<file path="config.mk">
export PLATFORM = sky130hd
export DESIGN_NAME = pci_noc_packetizer
export DESIGN_NICKNAME = d
export VERILOG_FILES = /design/src/rtl/pci_noc_packetizer_pkg.sv /design/src/rtl/pci_noc_packetizer.sv
export SDC_FILE = /design/constraint.sdc
export NUM_CORES = 1
export LEC_CHECK = 0
export ABC_CLOCK_PERIOD_IN_PS = 15800
export CORE_MARGIN = 8
export CORE_UTILIZATION = 51
export DETAILED_ROUTE_END_ITERATION = 6
export GPL_TIMING_DRIVEN = 1
export HOLD_SLACK_MARGIN = 0.03
export PLACE_DENSITY = 0.81
export SLEW_MARGIN = 20
export SYNTH_ARGS = -nofsm -noshare
export SYNTH_HDL_FRONTEND = slang
export SYNTH_SLANG_ARGS = --single-unit
</file>
<file path="constraint.sdc">
create_clock -name clk -period 15.8 [get_ports clk]
set_input_delay 1.58 -clock clk [delete_from_list [all_inputs] [get_ports clk]]
set_output_delay 1.58 -clock clk [all_outputs]
set_load 0.01 [all_outputs]
</file>
<file path="src/rtl/pci_noc_packetizer_pkg.sv">
// Shared definitions for the PCI-to-NoC packetizer: flit geometry, command
// beat field offsets and FSM state encoding used by the switch and PE blocks.
package pci_noc_packetizer_pkg;

    localparam int PCI_W          = 256;
    localparam int X_W            = 4;
    localparam int Y_W            = 4;
    localparam int FLIT_PAYLOAD_W = 64;
    localparam int FLIT_W         = FLIT_PAYLOAD_W + X_W + Y_W;
    localparam int FLITS_PER_WORD = PCI_W / FLIT_PAYLOAD_W;

    // command beat: dest_x at bit 0, dest_y right above it, word count in [31:16]
    localparam int CMD_X_LSB   = 0;
    localparam int CMD_Y_LSB   = X_W;
    localparam int CMD_CNT_LSB = 16;
    localparam int CMD_CNT_W   = 16;

    typedef enum logic [1:0] {
        ST_IDLE = 2'd0,
        ST_LOAD = 2'd1,
        ST_SEND = 2'd2
    } state_e;

endpackage

</file>
<file path="src/rtl/pci_noc_packetizer.sv">
// Turns a PCI command beat plus N 256-bit payload beats into X/Y-tagged
// flits on a valid/ready NoC injection port, lowest payload slice first.
module pci_noc_packetizer
    import pci_noc_packetizer_pkg::*;
#(
    parameter int X_W            = pci_noc_packetizer_pkg::X_W,
    parameter int Y_W            = pci_noc_packetizer_pkg::Y_W,
    parameter int FLIT_PAYLOAD_W = pci_noc_packetizer_pkg::FLIT_PAYLOAD_W,
    parameter int FLIT_W         = FLIT_PAYLOAD_W + X_W + Y_W
) (
    input  logic              clk,
    input  logic              rst,
    input  logic              i_valid_pci,
    input  logic [255:0]      i_data_pci,
    output logic              o_ready_pci,
    output logic [FLIT_W-1:0] o_data,
    output logic              o_valid,
    input  logic              i_ready,
    output logic              o_busy,
    output logic [31:0]       o_flit_count
);

    localparam int FPW   = 256 / FLIT_PAYLOAD_W;
    localparam int IDX_W = (FPW > 1) ? $clog2(FPW) : 1;

    state_e                   state, state_n;
    logic [X_W-1:0]           dest_x;
    logic [Y_W-1:0]           dest_y;
    logic [CMD_CNT_W-1:0]     words_left;
    logic [IDX_W-1:0]         flit_idx;
    logic [255:0]             word;

    logic                     pci_fire, flit_fire, last_flit;
    logic [CMD_CNT_W-1:0]     cmd_cnt;
    logic [IDX_W-1:0]         nxt_idx;
    logic [255:0]             word_sh;
    logic [FLIT_PAYLOAD_W-1:0] nxt_payload;

    assign pci_fire  = i_valid_pci & o_ready_pci;
    assign flit_fire = o_valid & i_ready;
    assign last_flit = (flit_idx == IDX_W'(FPW - 1));
    assign cmd_cnt   = i_data_pci[CMD_CNT_LSB +: CMD_CNT_W];
    assign nxt_idx   = flit_idx + 1'b1;
    assign o_busy    = (state != ST_IDLE);

    always_comb begin
        word_sh     = word >> (nxt_idx * FLIT_PAYLOAD_W);
        nxt_payload = word_sh[FLIT_PAYLOAD_W-1:0];
    end

    always_comb begin
        state_n = state;
        case (state)
            ST_IDLE: if (pci_fire && cmd_cnt != '0) state_n = ST_LOAD;
            ST_LOAD: if (pci_fire) state_n = ST_SEND;
            ST_SEND: if (flit_fire && last_flit)
                         state_n = (words_left == CMD_CNT_W'(1)) ? ST_IDLE : ST_LOAD;
            default: state_n = ST_IDLE;
        endcase
    end

    // Handshake outputs are registered from next state so flit 0 is valid on
    // the same edge its payload beat is accepted.
    always_ff @(posedge clk or posedge rst) begin
        if (rst) begin
            state        <= ST_IDLE;
            dest_x       <= '0;
            dest_y       <= '0;
            words_left   <= '0;
            flit_idx     <= '0;
            word         <= '0;
            o_ready_pci  <= 1'b0;
            o_valid      <= 1'b0;
            o_data       <= '0;
            o_flit_count <= '0;
        end else begin
            state       <= state_n;
            o_ready_pci <= (state_n != ST_SEND);
            o_valid     <= (state_n == ST_SEND);
            if (state == ST_IDLE && pci_fire) begin
                dest_x     <= i_data_pci[CMD_X_LSB +: X_W];
                dest_y     <= i_data_pci[CMD_Y_LSB +: Y_W];
                words_left <= cmd_cnt;
            end
            if (state == ST_LOAD && pci_fire) begin
                word     <= i_data_pci;
                flit_idx <= '0;
                o_data   <= {dest_y, dest_x, i_data_pci[FLIT_PAYLOAD_W-1:0]};
            end
            if (flit_fire) begin
                o_flit_count <= o_flit_count + 32'd1;
                flit_idx     <= nxt_idx;
                if (last_flit)
                    words_left <= words_left - 1'b1;
                else
                    o_data <= {dest_y, dest_x, nxt_payload};
            end
        end
    end

endmodule

</file>
==> run metrics, run 1 <==
run status=completed; reported leakage power=10.6 nW; total of flip-flops plus latches after synthesis=390; count of flip-flops with a built-in enable after synthesis=0; die area=39200 sq um; CP Max Fanout=218; Most used DFF post-synth=sky130_fd_sc_hd__dfrtp_1; share of the yosys chip area belonging to registers=57.8%; CTS buffer count=41; worst endpoint required time=16.20 ns; Tot GR Track Use=24.8%; Final min period=4.22 ns; total number of vias=14.0k; fraction of the mapped netlist area in simple logic gates=24.8%; CTS root buf=sky130_fd_sc_hd__clkbuf_16; Hold Path Depth=2; clock transition at the registers of the reported paths=0.06 ns; setup repair after global routing missed its margin=false; via count normalized by instance count=5.49; width of the chip=198 um; placement-stage worst setup slack=11.04 ns; count of pins over their slew limit=0; Reg-to-Reg End=o_data[64]; endpoint of the worst hold-timing path=word[132]; critical path start-end classification=in -> reg; Syn. warnings=0; RR Startpoint=state[1]; htree depth=2; Worst-Skew Late Latency=0.53 ns; clock buffer depth=3; Period Utilization, post-route=26.7%; r2r worst-path depth=6; area added between synthesis and finish=32.4%; mux share of post-synthesis cell area=9.13%; GPL Wtd Cong=0.849; Hold Crit Class=reg -> reg; combinational family with the most area after synthesis=simple AND/OR/NAND/NOR gates; # Post-CTS Setup Buffers=0; maximum achievable frequency=237 MHz; final setup TNS=0 ns; Hold-fix buffers, CTS=0; core region area=32600 sq um; Maximum Capacitance Violations=0; drc violations=0; post-route worst setup slack=11.58 ns; DP Wirelength=33000 um; origin of the worst min-delay path=word[132]; power density over the cells=192 nW/um^2; ratio of cells with drive above 1 in the final layout=7.65%; post-synthesis xor/xnor area fraction=1.61%; Routed WL=49400 um; maximum number of pins on one net before global-route repair=219; CTS tree=built; Worst Setup Start Kind=input port; number of port buffers=366; actual slew at the worst max-slew pin=1.08 ns; number of failing hold endpoints at the final stage=0; final number of setup-violating endpoints=0; share of synthesized cell area in full adder, half adder and majority cells=0.296%; register-to-register setup slack=12.59 ns; I/O pin count=367; number of rows in the core area=66; leading cell types in the layout, fill and taps excluded=sky130_fd_sc_hd__nand2_1, sky130_fd_sc_hd__dfrtp_1, sky130_fd_sc_hd__clkdlybuf4s50_1; complex-gate fraction of the synthesized area=3.95%; detailed-router iteration count before antenna repair=5; synthesized area per cell=9.63 sq um; initial cell density of the core=51.8%; synthesized netlist cell count=1755; wire length of the first global-routing pass=77800 um; critical path endpoint category=register; share of flip-flops with an asynchronous set or reset after synthesis=100%; detailed-route wire length per cell=19.3 um; via count of the first global-routing pass=14.3k; 1st-iter DRT viols=1357; post-route ant nets=0; leading cell type in the layout, fill and taps excluded=sky130_fd_sc_hd__nand2_1; Resize count post-CTS=0; maximum resistive drop on vdd=0.127 mV; number of cells after detailed placement=2470; Max-Slew Margin vs Limit=28.2%; PnR Total Power=4.28 mW; overall overflow remaining after global route=0; post-synthesis cell area=16900 sq um; post-layout util=68.6%; final std cells w/o fill=2556; Setup Skew=0.0108 ns; Total Nets Final=2336; critical path arrival=4.63 ns; Yosys cell types=49; number of sinks handled by clock tree synthesis=390; initial antenna violation count=12; Syn Nets=2019; die height=198 um
[layout make-up]
class | instances | area, sq um
multi-input cells | 1258 | 6760
repair buffers | 375 | 3790
diodes | 10 | 25.0
well taps | 442 | 553
clock inverters | 16 | 220
fillers | 2421 | 10300
clock buffers | 59 | 1230
flip-flops and latches | 390 | 9760
inverters | 6 | 30.0
[registers in the layout, summed over array words and instances, names as in the netlist]
signal / count
state: 2
o_ready_pci: 1
o_flit_count: 32
dest_x: 4
flit_idx: 2
words_left: 16
o_valid: 1
dest_y: 4
word: 256
o_data: 72
[per-layer routing]
metal / GRT usage (%) / vias to the layer above / share of wire [%]
met5: 0 / - / 0.055
met4: 12.8 / 4 / 5.2
met3: 5.72 / 150 / 7.6
met2: 38.4 / 605 / 47
met1: 32.5 / 6845 / 40
li1: - / 6426 / -
[worst max path at each step]
stage,startpoint,endpoint,cells past startpoint
after floorplan,rst,dest_x[0],1
after global placement,i_valid_pci,o_data[71],6
after detailed placement,i_valid_pci,o_data[65],6
after CTS,i_valid_pci,o_data[65],6
after global routing,i_valid_pci,o_data[64],7
final,i_valid_pci,o_data[64],7
[Yosys cell counts, drive strengths merged (2+ instances only)]
library cell / instances / area (sq um)
nand2: 882 / 3310
dfrtp: 390 / 9760
clkbuf: 89 / 334
nor2: 80 / 300
a31oi: 64 / 400
mux4: 64 / 1440
xnor2: 25 / 219
nand3: 14 / 70.1
nand4: 14 / 87.6
nor4: 14 / 93.8
buf: 12 / 60.1
nor3: 10 / 50.1
mux2: 9 / 101
o21ai: 8 / 40.0
and3: 7 / 43.8
and4: 6 / 52.6
inv: 6 / 22.5
xor2: 6 / 52.6
a211oi: 5 / 37.5
a21oi: 5 / 25.0
a221o: 4 / 40.0
a311oi: 4 / 35.0
and2: 4 / 25.0
ha: 4 / 50.1
or4: 4 / 37.5
o31ai: 3 / 22.5
a222oi: 2 / 20.0
nand2b: 2 / 12.5
nor4b: 2 / 17.5
or2: 2 / 12.5
or3: 2 / 12.5
[kinds of logic after synthesis]
kind of cell,Yosys count
AO/OA/AOI/OAI,100
XOR/XNOR,31
adder cells (fa/ha/maj),4
buffers and inverters,107
flip-flops,390
multiplexers,73
AND/OR/NAND/NOR,1050
[power by group]
| group | leakage (nW) | total (mW) | internal [mW] | switching [mW] |
|---|---|---|---|---|
| combinational | 5.04 | 1.52 | 0.766 | 0.758 |
| clock | 0.706 | 1.02 | 0.623 | 0.397 |
| sequential | 4.88 | 1.74 | 1.44 | 0.304 |
[per-stage QoR]
| stage | cell area (sq um) | hold slack, ns |
|---|---|---|
| final | 22400 | 0.467 |
| after global routing | 22400 | 0.480 |
| after CTS | 22300 | 0.472 |
| after detailed placement | 20900 | 0.457 |
| after global placement | 20900 | 0.452 |
| after floorplan | 16900 | 0.440 |
[worst max-delay path, stage by stage]
cell                              delay, ns
sky130_fd_sc_hd__clkdlybuf4s50_1       0.46
sky130_fd_sc_hd__nand4b_1              0.12
sky130_fd_sc_hd__buf_4                 0.37
sky130_fd_sc_hd__buf_16                0.32
sky130_fd_sc_hd__buf_12                0.54
sky130_fd_sc_hd__nand2_1               0.46
sky130_fd_sc_hd__mux2_2                0.40
Note: power is estimated with default switching activity, not from simulation.
==> run 2: changes to the inputs <==
--- a/config.mk
+++ b/config.mk
@@ -5,7 +5,7 @@
 export SDC_FILE = /design/constraint.sdc
 export NUM_CORES = 1
 export LEC_CHECK = 0
-export ABC_CLOCK_PERIOD_IN_PS = 15800
+export ABC_CLOCK_PERIOD_IN_PS = 4140
 export CORE_MARGIN = 8
 export CORE_UTILIZATION = 51
 export DETAILED_ROUTE_END_ITERATION = 6
==> constraint.sdc (replaced) <==
create_clock -name clk -period 4.14 [get_ports clk]
set_input_delay 0.414 -clock clk [delete_from_list [all_inputs] [get_ports clk]]
set_output_delay 0.414 -clock clk [all_outputs]
set_load 0.01 [all_outputs]
==> run 2 against run 1 <==
  * First-iteration DRC count shrank 17%
  * Largest cell class unchanged
  * Global-route usage grew 0.065 points
  * Wire length grew 0.46%
  * Worst setup slack lost 9.9 ns
  * Sequential power grew to 3.8 times the previous value
  * Design area grew 0.15%
==> run metrics, run 2 (synthesis gave the netlist of run 1 again) <==
number of filler cells placed in the layout=2479 (was 2421); I/O pin count=367 (unchanged); via count of the first global-routing pass=14.5k (was 14.3k); post-route cell area=22400 sq um (about the same); final number of setup-violating endpoints=0 (unchanged); worst hold-check slack=0.414 ns (was 0.467 ns); run status=completed (unchanged); 1st-iter DRT viols=1132 (was 1357); Reg-to-Reg End=words_left[15] (was o_data[64]); maximum achievable frequency=404 MHz; CTS tree=built (unchanged); count of pins over their slew limit=0 (unchanged); final std cells w/o fill=2569 (was 2556); initial antenna violation count=18 (was 12); reported leakage power=10.6 nW (about the same); CTS buffer count=42 (was 41); Largest Register=word (unchanged); register cell area after layout=9760 sq um (unchanged); post-place instance area=21100 sq um (was 20900 sq um); post-layout util=68.7% (was 68.6%); overall overflow remaining after global route=0 (unchanged); Worst Setup Start Kind=register (was input port); critical path start-end classification=reg -> reg (was in -> reg); clock buffer depth=3 (unchanged); share of total power in combinational logic=36.9% (was 35.6%); number of sinks handled by clock tree synthesis=390 (unchanged); RR Startpoint=state[1] (unchanged); number of cells after detailed placement=2481 (was 2470); initial cell density of the core=51.8% (unchanged); die area=39200 sq um (unchanged); Maximum Capacitance Violations=0 (unchanged); Total Nets Final=2347 (was 2336); Final min period=2.47 ns; cell internal power dissipation=10.5 mW (was 2.82 mW); Resize count post-CTS=0 (unchanged); maximum number of pins on one net before global-route repair=145 (was 219); drc violations=0 (unchanged); register-to-register setup slack=1.67 ns (was 12.59 ns); Sw Ratio=34.5% (was 34.1%); detailed-router iteration count before antenna repair=6 (was 5); area added between synthesis and finish=32.6% (was 32.4%); DP Wirelength=34300 um (was 33000 um); critical path arrival=2.90 ns (was 4.63 ns); flip-flop count of the largest register after layout=256 (unchanged); via count normalized by instance count=5.48 (was 5.49); # Post-CTS Setup Buffers=0 (unchanged); ratio of cells with drive above 1 in the final layout=7.66% (was 7.65%); leading cell types in the layout, fill and taps excluded=sky130_fd_sc_hd__nand2_1, sky130_fd_sc_hd__dfrtp_1, sky130_fd_sc_hd__clkdlybuf4s50_1 (unchanged); wire length of the first global-routing pass=77800 um (about the same); post-route ant nets=0 (unchanged); worst endpoint required time=4.56 ns (was 16.20 ns); top flop regs=word: 256 flops, o_data: 72 flops, o_flit_count: 32 flops (unchanged); number of port buffers=366 (unchanged); total number of vias=14.1k (was 14.0k); Routed WL=49600 um (was 49400 um); proportion of power drawn by flip-flops and latches=40.8% (was 40.6%); detailed-route wire length per cell=19.3 um (about the same); maximum resistive drop on vdd=0.543 mV (was 0.127 mV); core region area=32600 sq um (unchanged); r2r worst-path depth=4 (was 6); critical path endpoint category=register (unchanged); footprint of the multi-input gates=6760 sq um (unchanged); width of the chip=198 um (unchanged); part of the total power dissipated in the clock network=22.3% (was 23.8%); Setup Skew=0.0155 ns (was 0.0108 ns); setup repair after global routing missed its margin=false (unchanged); switching power of the nets=5.55 mW (was 1.46 mW); Hold-fix buffers, CTS=0 (unchanged); number of rows in the core area=66 (unchanged); Period Utilization, post-route=59.8%; Max-Slew Margin vs Limit=25.1% (was 28.2%); final setup TNS=0 ns (unchanged); clock transition at the registers of the reported paths=0.06 ns (about the same); Tot GR Track Use=24.9% (was 24.8%); CP Max Fanout=12 (was 218); leading cell type in the layout, fill and taps excluded=sky130_fd_sc_hd__nand2_1 (unchanged); die height=198 um (unchanged); Worst-Skew Late Latency=0.53 ns (about the same); actual slew at the worst max-slew pin=1.12 ns (was 1.08 ns); CTS root buf=sky130_fd_sc_hd__clkbuf_16 (unchanged); power density over the cells=718 nW/um^2 (was 192 nW/um^2); number of failing hold endpoints at the final stage=0 (unchanged); Hold Crit Class=in -> async (was reg -> reg); htree depth=2 (unchanged); GPL Wtd Cong=0.872 (was 0.849)
==> run 2: through the flow <==
stage	total power [mW]	setup WS [ns]
2_1_floorplan	10.1	-1.52
4_1_cts	16.1	1.67
3_3_place_gp	12.2	1.42
6_report	16.1	1.67
5_1_grt	17.1	1.42
3_5_place_dp	12.5	1.29
==> run 2: power groups by stage <==
stage | sequential (mW) | combinational [mW] | clock (mW)
4_1_cts | 6.53 | 5.99 | 3.63
3_3_place_gp | 6.45 | 5.71 | 0
3_5_place_dp | 6.55 | 5.93 | 0
5_1_grt | 6.74 | 6.54 | 3.78
2_1_floorplan | 6.41 | 3.72 | 0
6_report | 6.56 | 5.93 | 3.58
==> run 2: metal layers <==
metal | up-vias | share of wire, % | track usage (%)
li1 | 6442 | - | -
met4 | 10 | 4.1 | 11.4
met2 | 551 | 47 | 38.5
met3 | 132 | 8.0 | 5.70
met1 | 6943 | 41 | 33.2
met5 | - | 0.13 | 0
==> run 2: final cells by class <==
| type | instances | area share, % |
|---|---|---|
| well taps | 442 | 2.47 |
| repair buffers | 385 | 17.7 |
| diodes | 13 | 0.145 |
| multi-input cells | 1258 | 30.2 |
| clock buffers | 67 | 5.66 |
| inverters | 6 | 0.117 |
| flip-flops and latches | 390 | 43.6 |
| clock inverters | 8 | 0.190 |
==> run 2: how the worst max path moves through the flow <==
stage	from	to	slack (ns)
CTS	state[0]	words_left[15]	1.67
global placement	i_valid_pci	words_left[15]	1.42
floorplan	rst	dest_x[0]	-1.52
global route	state[0]	words_left[15]	1.42
finish	state[1]	words_left[15]	1.67
detailed placement	i_valid_pci	words_left[15]	1.29
==> run 2: worst max-delay path, stage by stage (launching register included) <==
cell and delay (ns):
sky130_fd_sc_hd__dfrtp_1 0.46, sky130_fd_sc_hd__nand4bb_1 0.64, sky130_fd_sc_hd__nor2_1 0.86, sky130_fd_sc_hd__a211oi_1 0.12, sky130_fd_sc_hd__a311oi_1 0.29
==> run 3: changes to the inputs <==
--- a/config.mk
+++ b/config.mk
@@ -5,13 +5,13 @@
 export SDC_FILE = /design/constraint.sdc
 export NUM_CORES = 1
 export LEC_CHECK = 0
-export ABC_CLOCK_PERIOD_IN_PS = 4140
+export ABC_CLOCK_PERIOD_IN_PS = 2210
 export CORE_MARGIN = 8
-export CORE_UTILIZATION = 51
+export CORE_UTILIZATION = 46
 export DETAILED_ROUTE_END_ITERATION = 6
 export GPL_TIMING_DRIVEN = 1
 export HOLD_SLACK_MARGIN = 0.03
-export PLACE_DENSITY = 0.81
+export PLACE_DENSITY = 0.77
 export SLEW_MARGIN = 20
 export SYNTH_ARGS = -nofsm -noshare
 export SYNTH_HDL_FRONTEND = slang
==> constraint.sdc (replaced) <==
create_clock -name clk -period 2.21 [get_ports clk]
set_input_delay 0.221 -clock clk [delete_from_list [all_inputs] [get_ports clk]]
set_output_delay 0.221 -clock clk [all_outputs]
set_load 0.01 [all_outputs]
==> run 3 against run 2 <==
  * Clock power is 97% higher
  * Design area rose by 2.4%
  * Sequential power increased by 86%
  * Critical endpoint is now words_left[12]
  * Global-route usage down 2.1 points
  * Worst setup slack lost 1.5 ns
  * Maximum frequency up 18%
==> run metrics, run 3 (synthesis gave the netlist of run 1 again) <==
CP startpoint=words_left[1] (was state[1]); via count normalized by instance count=5.31 (was 5.48); maximum achievable frequency=479 MHz (was 404 MHz); proportion of power drawn by flip-flops and latches=39.6% (was 40.8%); dominant delay contributor by cell family on the critical path=simple AND/OR/NAND/NOR gates (unchanged); ratio of cells with drive above 1 in the final layout=9.40% (was 7.66%); r2r worst-path depth=6 (was 4); maximum number of pins on one net before global-route repair=76 (was 145); setup repair after global routing missed its margin=false (unchanged); part of the total power dissipated in the clock network=22.9% (was 22.3%); number of rows in the core area=70 (was 66); Resize count post-CTS=0 (unchanged); clock buffer depth=3 (unchanged); register-to-register setup slack=0.12 ns (was 1.67 ns); largest stage delay on the critical path=0.45 ns (was 0.86 ns); Final min period=2.09 ns (was 2.47 ns); Tot GR Track Use=22.8% (was 24.9%); Sw Ratio=33.8% (was 34.5%); Period Utilization, post-route=94.5% (was 59.8%); final number of setup-violating endpoints=0 (unchanged); Hold-fix buffers, CTS=0 (unchanged); core region area=36400 sq um (was 32600 sq um); post-route cell area=22900 sq um (was 22400 sq um); post-layout util=63.0% (was 68.7%); reported leakage power=10.9 nW (was 10.6 nW); Hold Path Depth=3; worst hold-check slack=0.216 ns (was 0.414 ns); number of port buffers=366 (unchanged); number of cells after detailed placement=2541 (was 2481); cell internal power dissipation=20.4 mW (was 10.5 mW); overall overflow remaining after global route=0 (unchanged); actual slew at the worst max-slew pin=0.541 ns (was 1.12 ns); width of the chip=208 um (was 198 um); # Post-CTS Setup Buffers=0 (unchanged); number of sinks handled by clock tree synthesis=390 (unchanged); Worst-Skew Late Latency=0.53 ns (about the same); wire length of the first global-routing pass=79700 um (was 77800 um); share of total power in combinational logic=37.4% (was 36.9%); origin of the worst min-delay path=i_data_pci[225]; I/O pin count=367 (unchanged); area added between synthesis and finish=35.8% (was 32.6%); Largest Register=word (unchanged); critical path endpoint category=register (unchanged); initial cell density of the core=46.4% (was 51.8%); footprint of the multi-input gates=6770 sq um (was 6760 sq um); Max-Slew Margin vs Limit=63.6% (was 25.1%); register cell area after layout=9760 sq um (unchanged); CTS buffer count=42 (unchanged); flip-flop count of the largest register after layout=256 (unchanged); power density over the cells=1340 nW/um^2 (was 718 nW/um^2); total number of vias=14.0k (was 14.1k); critical path start-end classification=reg -> reg (unchanged); drc violations=0 (unchanged); detailed-route wire length per cell=19.1 um (was 19.3 um); number of failing hold endpoints at the final stage=0 (unchanged); RR Startpoint=words_left[1] (was state[1]); Total Nets Final=2381 (was 2347); final std cells w/o fill=2628 (was 2569); die area=43100 sq um (was 39200 sq um); Crit-path slowest cell=sky130_fd_sc_hd__or4_1 (was sky130_fd_sc_hd__nor2_1); switching power of the nets=10.4 mW (was 5.55 mW); Hold Crit Class=in -> reg (was in -> async); sum of buffers and inverters on the critical path=1 (was 0); via count of the first global-routing pass=14.4k (was 14.5k); endpoint of the worst hold-timing path=word[225]; htree depth=2 (unchanged); die height=208 um (was 198 um); number of filler cells placed in the layout=2875 (was 2479); maximum resistive drop on vdd=0.606 mV (was 0.543 mV); DP Wirelength=35700 um (was 34300 um); leading cell types in the layout, fill and taps excluded=sky130_fd_sc_hd__nand2_1, sky130_fd_sc_hd__dfrtp_1, sky130_fd_sc_hd__clkdlybuf4s50_1 (unchanged); worst endpoint required time=2.61 ns (was 4.56 ns); post-route ant nets=0 (unchanged); Setup Skew=0.0137 ns (was 0.0155 ns); post-place instance area=21500 sq um (was 21100 sq um); post-route worst setup slack=0.122 ns (was 1.67 ns); GPL Wtd Cong=0.889 (was 0.872); CTS tree=built (unchanged); run status=completed (unchanged); Worst Setup Start Kind=register (unchanged); CTS root buf=sky130_fd_sc_hd__clkbuf_16 (unchanged); Reg-to-Reg End=words_left[12] (was words_left[15]); placement-stage worst setup slack=0.0945 ns (was 1.29 ns); 1st-iter DRT viols=1111 (was 1132); leading cell type in the layout, fill and taps excluded=sky130_fd_sc_hd__nand2_1 (unchanged); Routed WL=50200 um (was 49600 um); clock transition at the registers of the reported paths=0.06 ns (about the same); Maximum Capacitance Violations=0 (unchanged); detailed-router iteration count before antenna repair=5 (was 6); top flop regs=word: 256 flops, o_data: 72 flops, o_flit_count: 32 flops (unchanged); critical path arrival=2.49 ns (was 2.90 ns); count of pins over their slew limit=0 (unchanged); initial antenna violation count=13 (was 18); CP Max Fanout=6 (was 12); sequence of cells on the critical path=inv_1 > ha_1 > or3b_4 > or4_1 > a222oi_1 > o31ai_1 (was nand4bb_1 > nor2_1 > a211oi_1 > a311oi_1)
==> run 3: changes by cell type in the layout (fill, tap and decap cells not counted), moves of 2 or more <==
cell	delta
sky130_fd_sc_hd__diode_2	-2
sky130_fd_sc_hd__clkinv_2	+2
sky130_fd_sc_hd__bufinv_16	+3
sky130_fd_sc_hd__buf_12	+13
sky130_fd_sc_hd__buf_4	+21
sky130_fd_sc_hd__clkbuf_1	-4
==> run 3: cell type report <==
type                    count  area share (%)
diodes                     11           0.120
clock buffers              62            5.40
clock inverters            14           0.660
inverters                   6           0.115
multi-input cells        1258            29.5
flip-flops and latches    390            42.6
well taps                 468            2.55
repair buffers            419            19.1
==> run 3: metal layers <==
layer  GRT usage (%)  vias to the layer above  wire (um)
met1            30.4                     6889      21200
met4            9.32                        6       1580
li1                -                     6500          -
met2            36.4                      479      24500
met3            4.29                       92       2920
met5               0                        -         39
==> run 3: worst min-delay path, delay by kind of cell <==
| family | cells | cell delay (ns) |
|---|---|---|
| buffers and inverters | 1 | 0.39 |
| and+or+nand+nor | 2 | 0.10 |
==> run 3: how the worst max path moves through the flow <==
| stage | end | slack [ns] | depth (start not counted) |
|---|---|---|---|
| finish | words_left[12] | 0.12 | 6 |
| detailed placement | words_left[12] | 0.09 | 6 |
| CTS | words_left[12] | 0.09 | 6 |
| global route | words_left[14] | 0.0001 | 6 |
| global placement | words_left[14] | 0.15 | 6 |
| floorplan | dest_x[0] | -3.26 | 1 |
==> run 3: stage by stage <==
stage	total power, mW	setup TNS (ns)
after global routing	32.7	0
final	30.8	0
after floorplan	19.0	-1270.19
after detailed placement	23.8	0
after CTS	31.0	0
after global placement	23.3	0
==> run 3: power by group through the flow <==
stage,combinational (mW),clock (mW),sequential (mW)
after floorplan,6.96,0,12.0
after global placement,11.2,0,12.1
after detailed placement,11.5,0,12.2
after CTS,11.6,7.19,12.2
after global routing,12.7,7.49,12.6
final,11.5,7.07,12.2
